$ cat config.mk
export PLATFORM = sky130hd
export DESIGN_NAME = mcs6530_bus_arbiter
export DESIGN_NICKNAME = d
export VERILOG_FILES = /design/src/rtl/mcs6530_bus_arbiter.sv
export SDC_FILE = /design/constraint.sdc
export NUM_CORES = 1
export LEC_CHECK = 0
export ABC_AREA = 1
export CORE_ASPECT_RATIO = 1.4
export CORE_UTILIZATION = 33
export DETAILED_ROUTE_END_ITERATION = 10
export HOLD_SLACK_MARGIN = 0.05
export PLACE_DENSITY = 0.95
export SKIP_LAST_GASP = 1
export SLEW_MARGIN = 20
export SYNTH_ARGS = -nofsm -noshare
export SYNTH_HDL_FRONTEND = slang
export SYNTH_SLANG_ARGS = --single-unit
export TNS_END_PERCENT = 10
$ cat constraint.sdc
create_clock -name phi2 -period 2.29 [get_ports phi2]
set_input_delay 0.3435 -clock phi2 [delete_from_list [all_inputs] [get_ports phi2]]
set_output_delay 0.3435 -clock phi2 [all_outputs]
set_load 0.05 [all_outputs]
$ cat src/rtl/mcs6530_bus_arbiter.sv
// ----------------------------------------------------------------------------
// mcs6530_bus_arbiter
//
// Shares the single mcs6530 bus port between the 6502 CPU and a host/debug
// loader. The CPU has priority. A pending host request may lose at most
// MAX_WAIT consecutive cycles to the CPU before it is forced through. At most
// one access is issued per cycle. Read data returns to whichever master
// issued the access. Everything runs on phi2, the same clock as the 6530.
//
// Parameters
//   MAX_WAIT    most consecutive CPU-won cycles a pending host request can
//               lose (1..15)
//
// Ports
//   phi2        clock, rising-edge active
//   rst         asynchronous active-high reset
//   cpu_req     CPU presents an access this cycle
//   cpu_we_n    CPU write enable, active low
//   cpu_rs0     CPU RAM/ROM select
//   cpu_cs1     CPU chip select
//   cpu_a       CPU address
//   cpu_di      CPU write data
//   cpu_rdy     CPU access issued this cycle; when low the CPU holds its access
//   cpu_do      CPU read data (mirror of m_do)
//   cpu_dvalid  cpu_do is valid this cycle
//   host_req    host request, held together with its fields until host_ack
//   host_we_n   host write enable, active low
//   host_rs0    host RAM/ROM select
//   host_cs1    host chip select
//   host_a      host address
//   host_di     host write data
//   host_ack    one-cycle completion pulse for the host
//   host_do     host read data, valid while host_ack is high
//   m_a         address to the 6530
//   m_we_n      write enable to the 6530
//   m_rs0       RAM/ROM select to the 6530
//   m_cs1       chip select to the 6530
//   m_di        write data to the 6530
//   m_do        read data from the 6530
//   m_oe        output enable from the 6530 (m_do is driven)
// ----------------------------------------------------------------------------
module mcs6530_bus_arbiter #(
  parameter int MAX_WAIT = 4
) (
  input  logic       phi2,
  input  logic       rst,
  input  logic       cpu_req,
  input  logic       cpu_we_n,
  input  logic       cpu_rs0,
  input  logic       cpu_cs1,
  input  logic [9:0] cpu_a,
  input  logic [7:0] cpu_di,
  output logic       cpu_rdy,
  output logic [7:0] cpu_do,
  output logic       cpu_dvalid,
  input  logic       host_req,
  input  logic       host_we_n,
  input  logic       host_rs0,
  input  logic       host_cs1,
  input  logic [9:0] host_a,
  input  logic [7:0] host_di,
  output logic       host_ack,
  output logic [7:0] host_do,
  output logic [9:0] m_a,
  output logic       m_we_n,
  output logic       m_rs0,
  output logic       m_cs1,
  output logic [7:0] m_di,
  input  logic [7:0] m_do,
  input  logic       m_oe
);

  localparam int CW = $clog2(MAX_WAIT + 1);
  localparam logic [CW-1:0] MAX_CNT = CW'(MAX_WAIT);

  typedef enum logic [1:0] {
    S_IDLE,
    S_WAIT,
    S_HCAP
  } state_t;

  state_t        state_q, state_d;
  logic [CW-1:0] waitCnt_q, waitCnt_d;
  logic          hostAck_q, hostAck_d;
  logic [7:0]    hostDo_q, hostDo_d;
  logic          cpuDvalid_q, cpuDvalid_d;
  logic          hostGnt;

  // Grant decision. The host is blocked during its capture cycle and during
  // its ack cycle, so its next grant is at least three cycles after the last
  // one. Otherwise it wins when the CPU is idle or when it has already lost
  // MAX_WAIT cycles. Both grants are forced low while reset is asserted so
  // the bus goes idle immediately.
  always_comb begin
    hostGnt = host_req & ~hostAck_q & (state_q != S_HCAP) &
              (~cpu_req | (waitCnt_q == MAX_CNT)) & ~rst;
    cpu_rdy = cpu_req & ~hostGnt & ~rst;
  end

  // Bus multiplexer. With no access issued, the bus is parked on values
  // that select no 6530 resource.
  always_comb begin
    m_a    = 10'h000;
    m_we_n = 1'b1;
    m_rs0  = 1'b0;
    m_cs1  = 1'b0;
    m_di   = 8'h00;
    if (hostGnt) begin
      m_a    = host_a;
      m_we_n = host_we_n;
      m_rs0  = host_rs0;
      m_cs1  = host_cs1;
      m_di   = host_di;
    end else if (cpu_rdy) begin
      m_a    = cpu_a;
      m_we_n = cpu_we_n;
      m_rs0  = cpu_rs0;
      m_cs1  = cpu_cs1;
      m_di   = cpu_di;
    end
  end

  // Host sequencing. WAIT counts the cycles the host has lost to the CPU.
  // HCAP is the cycle after the host grant, when the 6530 presents the data
  // for the host access. That data is captured there, or 8'hFF is captured
  // when the 6530 does not drive the bus. The ack follows one cycle later.
  always_comb begin
    state_d     = state_q;
    waitCnt_d   = waitCnt_q;
    hostAck_d   = 1'b0;
    hostDo_d    = hostDo_q;
    cpuDvalid_d = cpu_rdy & cpu_we_n;
    case (state_q)
      S_IDLE: begin
        if (hostGnt) begin
          state_d   = S_HCAP;
          waitCnt_d = '0;
        end else if (host_req & ~hostAck_q & cpu_rdy) begin
          state_d   = S_WAIT;
          waitCnt_d = CW'(1);
        end
      end
      S_WAIT: begin
        if (hostGnt) begin
          state_d   = S_HCAP;
          waitCnt_d = '0;
        end else if (~host_req) begin
          state_d   = S_IDLE;
          waitCnt_d = '0;
        end else if (waitCnt_q != MAX_CNT) begin
          waitCnt_d = waitCnt_q + CW'(1);
        end
      end
      S_HCAP: begin
        hostAck_d = 1'b1;
        hostDo_d  = m_oe ? m_do : 8'hFF;
        state_d   = S_IDLE;
      end
      default: begin
        state_d   = S_IDLE;
        waitCnt_d = '0;
      end
    endcase
  end

  // State registers. An asynchronous reset drops any host access in flight,
  // so no ack is ever issued for it.
  always_ff @(posedge phi2 or posedge rst) begin
    if (rst) begin
      state_q     <= S_IDLE;
      waitCnt_q   <= '0;
      hostAck_q   <= 1'b0;
      hostDo_q    <= 8'h00;
      cpuDvalid_q <= 1'b0;
    end else begin
      state_q     <= state_d;
      waitCnt_q   <= waitCnt_d;
      hostAck_q   <= hostAck_d;
      hostDo_q    <= hostDo_d;
      cpuDvalid_q <= cpuDvalid_d;
    end
  end

  // CPU read data arrives one cycle after the access is issued. It is only
  // marked valid when the 6530 is actually driving the bus.
  always_comb begin
    cpu_do     = m_do;
    cpu_dvalid = cpuDvalid_q & m_oe;
    host_ack   = hostAck_q;
    host_do    = hostDo_q;
  end

endmodule

## Yosys cells after proc, flatten, opt, wreduce, memory -nomap -nowiden

Cells that the tools add are included.
Widths: inputs -> output; s select.

| word-level totals | value |
|---|---|
| RAM bits | 0 |
| bits in read-only memories | 0 |
| register bits | 15 |
| output and inout bits | 40 |
| memories kept | 0 |
| latch bits | 0 |

| operators by class | value |
|---|---|
| reductions and logical operators | 3 |
| multipliers | 0 |
| shift-type cells | 0 |
| order comparisons | 0 |
| divide/modulo/power cells | 0 |
| bitwise gates (word level) | 15 |
| mux-type cells | 23 |
| eq/ne operators | 8 |
| add/sub/neg operators | 1 |

Operators by type and width:

| operator | number |
|---|---|
| $mux 8 | 3 |
| $mux 10 | 2 |
| $mux 3 | 5 |
| $and 1x1->1 | 9 |
| $ne 3x3->1 const B | 3 |
| $pmux 3 s3 | 1 |
| $mux 2 | 4 |
| $mux 1 | 7 |
| $not 1->1 | 5 |
| $ne 4x4->1 const B | 1 |
| $pmux 2 s2 | 1 |
| $add 3x1->3 const B | 1 |
| $eq 3x3->1 const B | 1 |
| $reduce_and 3->1 | 1 |
| $eq 2x1->1 const B | 1 |
| $eq 2x2->1 const B | 1 |
| $logic_not 2->1 | 1 |
| $ne 2x2->1 const B | 1 |
| $reduce_and 2->1 | 1 |
| $or 1x1->1 | 1 |

## Logic depth before layout (Yosys ltp)

| logic depth | value |
|---|---|
| depth after elaboration | 12 |
| gate-level depth with buffers | 10 |

## Worst setup path after synthesis

OpenSTA, ideal clock, no wires.

| timing path | value |
|---|---|
| kind | flip-flop to output port |
| start point | reg hostAck_q (netlist: host_ack) |
| end point | out m_we_n |
| stages on the path, launching flop included | 7 |
| arrival | 1.960 ns |
| path buffers | 1 |
| slack | -0.013 ns |
| cell sequence | dfrtp_1 -> nor2_4 -> nand3_2 -> nand2_2 -> inv_2 -> buf_6 -> a21oi_1 |

| between the ends | value |
|---|---|
| cells in the longest elaborated chain, start to end | 10 |

RTL lines:

| item | line | source |
|---|---|---|
| start, declared | 84 | `logic hostAck_q, hostAck_d;` |
| start signal, assigned | 178 | `hostAck_q <= hostAck_d;` |
| $not 1->1 | 95 | `hostGnt = host_req & ~hostAck_q & (state_q != S_HCAP) &` |
| $and 1x1->1 (3 in a row) | 95 |  |
| $and 1x1->1 | 96 | `(~cpu_req \| (waitCnt_q == MAX_CNT)) & ~rst;` |
| $not 1->1 | 97 | `cpu_rdy = cpu_req & ~hostGnt & ~rst;` |
| $and 1x1->1 (2 in a row) | 97 |  |
| net cpu_rdy | 53 | `output logic cpu_rdy,` |
| $mux 1 | 114 | `end else if (cpu_rdy) begin` |
| $mux 1 | 108 | `if (hostGnt) begin` |
| end, declared | 65 | `output logic m_we_n,` |

The timed path passes the listed nets, and every way through them passes these cells.

## Worst setup path after layout

| timing path | value |
|---|---|
| start point | reg waitCnt_q[0] |
| end point | out m_cs1 |

| between the ends | value |
|---|---|
| cells in the longest elaborated chain, start to end | 9 |

RTL lines:

| item | line | source |
|---|---|---|
| start, declared | 83 | `logic [CW-1:0] waitCnt_q, waitCnt_d;` |
| start signal, assigned | 177 | `waitCnt_q <= waitCnt_d;` |
| $eq 3x3->1 (*) | 96 |  |
| $or 1x1->1 (*) | 96 |  |
| $and 1x1->1 (*) | 95 |  |
| $and 1x1->1 (*) | 96 |  |
| $not 1->1 | 97 |  |
| $and 1x1->1 (2 in a row) | 97 |  |
| $mux 1 | 114 |  |
| $mux 1 (*) | 108 |  |
| end, declared | 67 | `output logic m_cs1,` |

Mark *: on every way between the ends. The rest lies on a longest branch, timed or not.

==> out/metrics.csv <==
stage,metric,value,unit
outcome,status,"finished, final reports clean",
global_route,track_usage,0.234,
final_layout,area_delta_synth_final,111,%
timing,setup_tns,0,ns
detailed_routing,dr.pass1.iters,4,
place,hpwl,3.09,mm
global_route,grt_max_degree,21,
synthesis,ys_seq_elements,15,
detailed_routing,vias_per_cell,4.90,
die,core-area,0.00294,sq mm
pwr,total_leakage_power,1.03,nW
clocking,path_clk_slew,0.06,ns
global_route,grt_pass1_vias,1299,
synthesis,syn_area_per_cell,8.29,sq um
final_layout,insertedDiodeCount,0,
final_layout,fin_util,0.755,
worst_setup_path,worstPathMaxFanout,18,
global_route,grt_overflow_total,0,
clocking,tritoncts,done,
synthesis,synth_area,0.00105,sq mm
min_path,min_path_type,flip-flop to flip-flop,
worst_setup_path,crit_chain,"inv_1, ha_1, nand2_2, nand2_4, nand3_2, nand2_2, inv_2, buf_12, a22o_1, buf_12",
global_route,grt_first_pass_wirelength,5.87,mm
timing,period_share,0.954,
clocking,cts_buffers,3,
detailed_routing,drc_errors,0,
detailed_routing,ant_nets,0,
synthesis,synth-compound-area-share,0.226,
place,place.gp.congestion,0.852,
timing,worst_slew_pin_slew,0.523,ns
timing,rsz0062_at_grt,true,
clocking,clockBufferDepth,2,
synthesis,postSynth.asyncResetShare,1.00,
global_route,antenna_found_initial,0,
timing,finalCriticalPeriod,2.18,ns
synthesis,synth_xor_xnor_area_share,0.00832,
worst_setup_path,critical_path.max_stage_delay,0.40,ns
die,ioPinCount,95,
final_layout,drive_gt1_frac,0.251,
timing,slew_violations,0,
synthesis,synthCells,127,
synthesis,synthMuxAreaShare,0,
worst_setup_path,critPathLaunchType,flip-flop,
synthesis,synth_edf_count,0,
worst_setup_path,path_class,flip-flop to output pin,
job,timing.max_cap.violations,0,
pwr,pwr_density_cell,767,mW/mm^2
detailed_routing,wl,3.80,mm
synthesis,synth_top_family_by_area,simple AND/OR/NAND/NOR gates,
timing,fin_worst_skew,0.00162,ns
clocking,cts_sinks,15,
clocking,cts_root_buf,clkbuf_8,
clocking,ctsHoldBuffers,0,
timing,finalHoldViolCount,0,
synthesis,yosysTopAreaCell,dfrtp_1,
worst_setup_path,worst_ep_arrival_time,1.84,ns
place,io_buffers,94,
synthesis,synth_nets,184,
final_layout,nets,273,
die,die_h,68.8,microns
timing,fmax,0.458,GHz
worst_setup_path,required,1.95,ns
die,die_area,0.00342,sq mm
timing,finalSetupViolCount,0,
synthesis,synth_top_area_frac,0.357,
pwr,ir_drop,772,uV
detailed_routing,wl_per_cell,15.1,microns
die,start_util,0.358,
worst_setup_path,cpMaxStageDelayCell,dfrtp_1,
synthesis,synthTopCellsByArea,"dfrtp_1 36%, a22o_1 17%, nand2_1 7.8%, buf_4 6.4%, nor2_1 5.4%",
die,fp-row-count,23,
die,fp.dieW,49.7,microns
timing,max_slew_margin,0.650,
synthesis,yosys_warnings,0,
synthesis,ys_dominant_reg_cell,dfrtp_1,
worst_setup_path,worst-r2r-setup-slack,0.71,ns
synthesis,yosysSeqAreaShare,0.357,
clocking,clk_latency,0.25,ns
timing,worst_slack,0.106,ns
worst_setup_path,crit_path_end_kind,output pin,
synthesis,synth_simple_gate_area_frac,0.226,
place,place_ws,0.151,ns
synthesis,synthAdderAreaFrac,0.0238,
clocking,htree_levels,1,
timing,fin_hold_ws,0.494,ns
detailed_routing,drt-initial-drc-count,23,
detailed_routing,vias,1234,
synthesis,yosys.cell_types.count,24,
[cells in the mapped netlist, types with 2 or more instances]
library cell and number:
buf_2 2, inv_1 10, dfrtp_1 15, o21ai_0 7, nand2_1 22, nand3_2 2, buf_6 3, ha_1 2
inv_2 4, a21oi_1 2, a22o_1 20, buf_4 9, nand2_2 3, nor2_1 15, o21ai_1 2
[final timing paths]
path | start | endpoint | depth (start not counted)
max | waitCnt_q[0] | m_cs1 | 10
min | host_do[4] | host_do[4] | 2
max reg2reg | waitCnt_q[0] | waitCnt_q[0] | 10
min reg2reg | host_do[4] | host_do[4] | 2
max in group asynchronous | rst | host_do[7] | 3
min in group asynchronous | rst | waitCnt_q[0] | 3
[cells in the final DEF (no fill, tap or decap)]
cell,count
a21oi_1,1
a21oi_2,1
a22o_1,19
a22o_4,1
buf_12,22
buf_4,13
clkbuf_8,3
clkdlybuf4s50_1,63
clkinv_1,1
clkinv_2,1
dfrtp_1,15
ha_1,2
inv_1,10
inv_2,3
inv_4,1
nand2_1,22
nand2_2,3
nand2_4,1
nand3_1,1
nand3_2,2
nand4_4,1
nor2_1,15
nor2_2,1
nor2_4,1
nor3_1,1
o211ai_1,1
o21ai_0,7
o21ai_1,2
xnor2_1,1
[where the power goes]
part	internal, mW	switching (mW)
registers	0.364	0.0648
logic	0.419	0.640
clock network	0.120	0.0918
total	0.903	0.797
[critical path: cells and delay by family, from the launching register on]
family,cells,cell delay [ns]
simple gates,4,0.28
buf+inv,4,0.50
fa+ha+maj,1,0.21
compound gates,1,0.19
flops,1,0.40
[per-stage QoR]
step	power, mW	instances	instance area [sq um]
6_report	1.70	252	2220
5_1_grt	1.79	252	2220
4_1_cts	1.71	252	2210
3_5_place_dp	1.48	248	2160
3_3_place_gp	1.45	248	2160
2_1_floorplan	1.05	127	1060
[sequential cells by signal, indices dropped and copies added, names as in the netlist]
register	cells
cpuDvalid_q	1
host_ack	1
host_do	8
state_q	2
waitCnt_q	3
[metal layers]
metal / global-route usage / share of wire
met2: 0.407 / 0.47
met1: 0.266 / 0.40
met4: 0.100 / 0.016
met5: 0 / 0
met3: 0.0680 / 0.11
[area by class of cell]
| class | instances | area (sq um) |
|---|---|---|
| multi-input cells | 83 | 522 |
| well taps | 37 | 46.3 |
| flip-flops and latches | 15 | 375 |
| fillers | 199 | 718 |
| clock buffers | 3 | 41.3 |
| repair buffers | 98 | 1170 |
| inverters | 15 | 58.8 |
| clock inverters | 1 | 5.00 |
[timing repair]
action,4_1_cts,5_1_grt
setup endpoints to repair,0,2
gates resized for setup,0,3
setup buffers,0,0
[kinds of logic after synthesis]
kind of cell,Yosys count
xor+xnor,1
simple gates,48
compound gates,32
buf+inv,29
fa+ha+maj,2
flops,15
(Power assumes the default switching activity.)
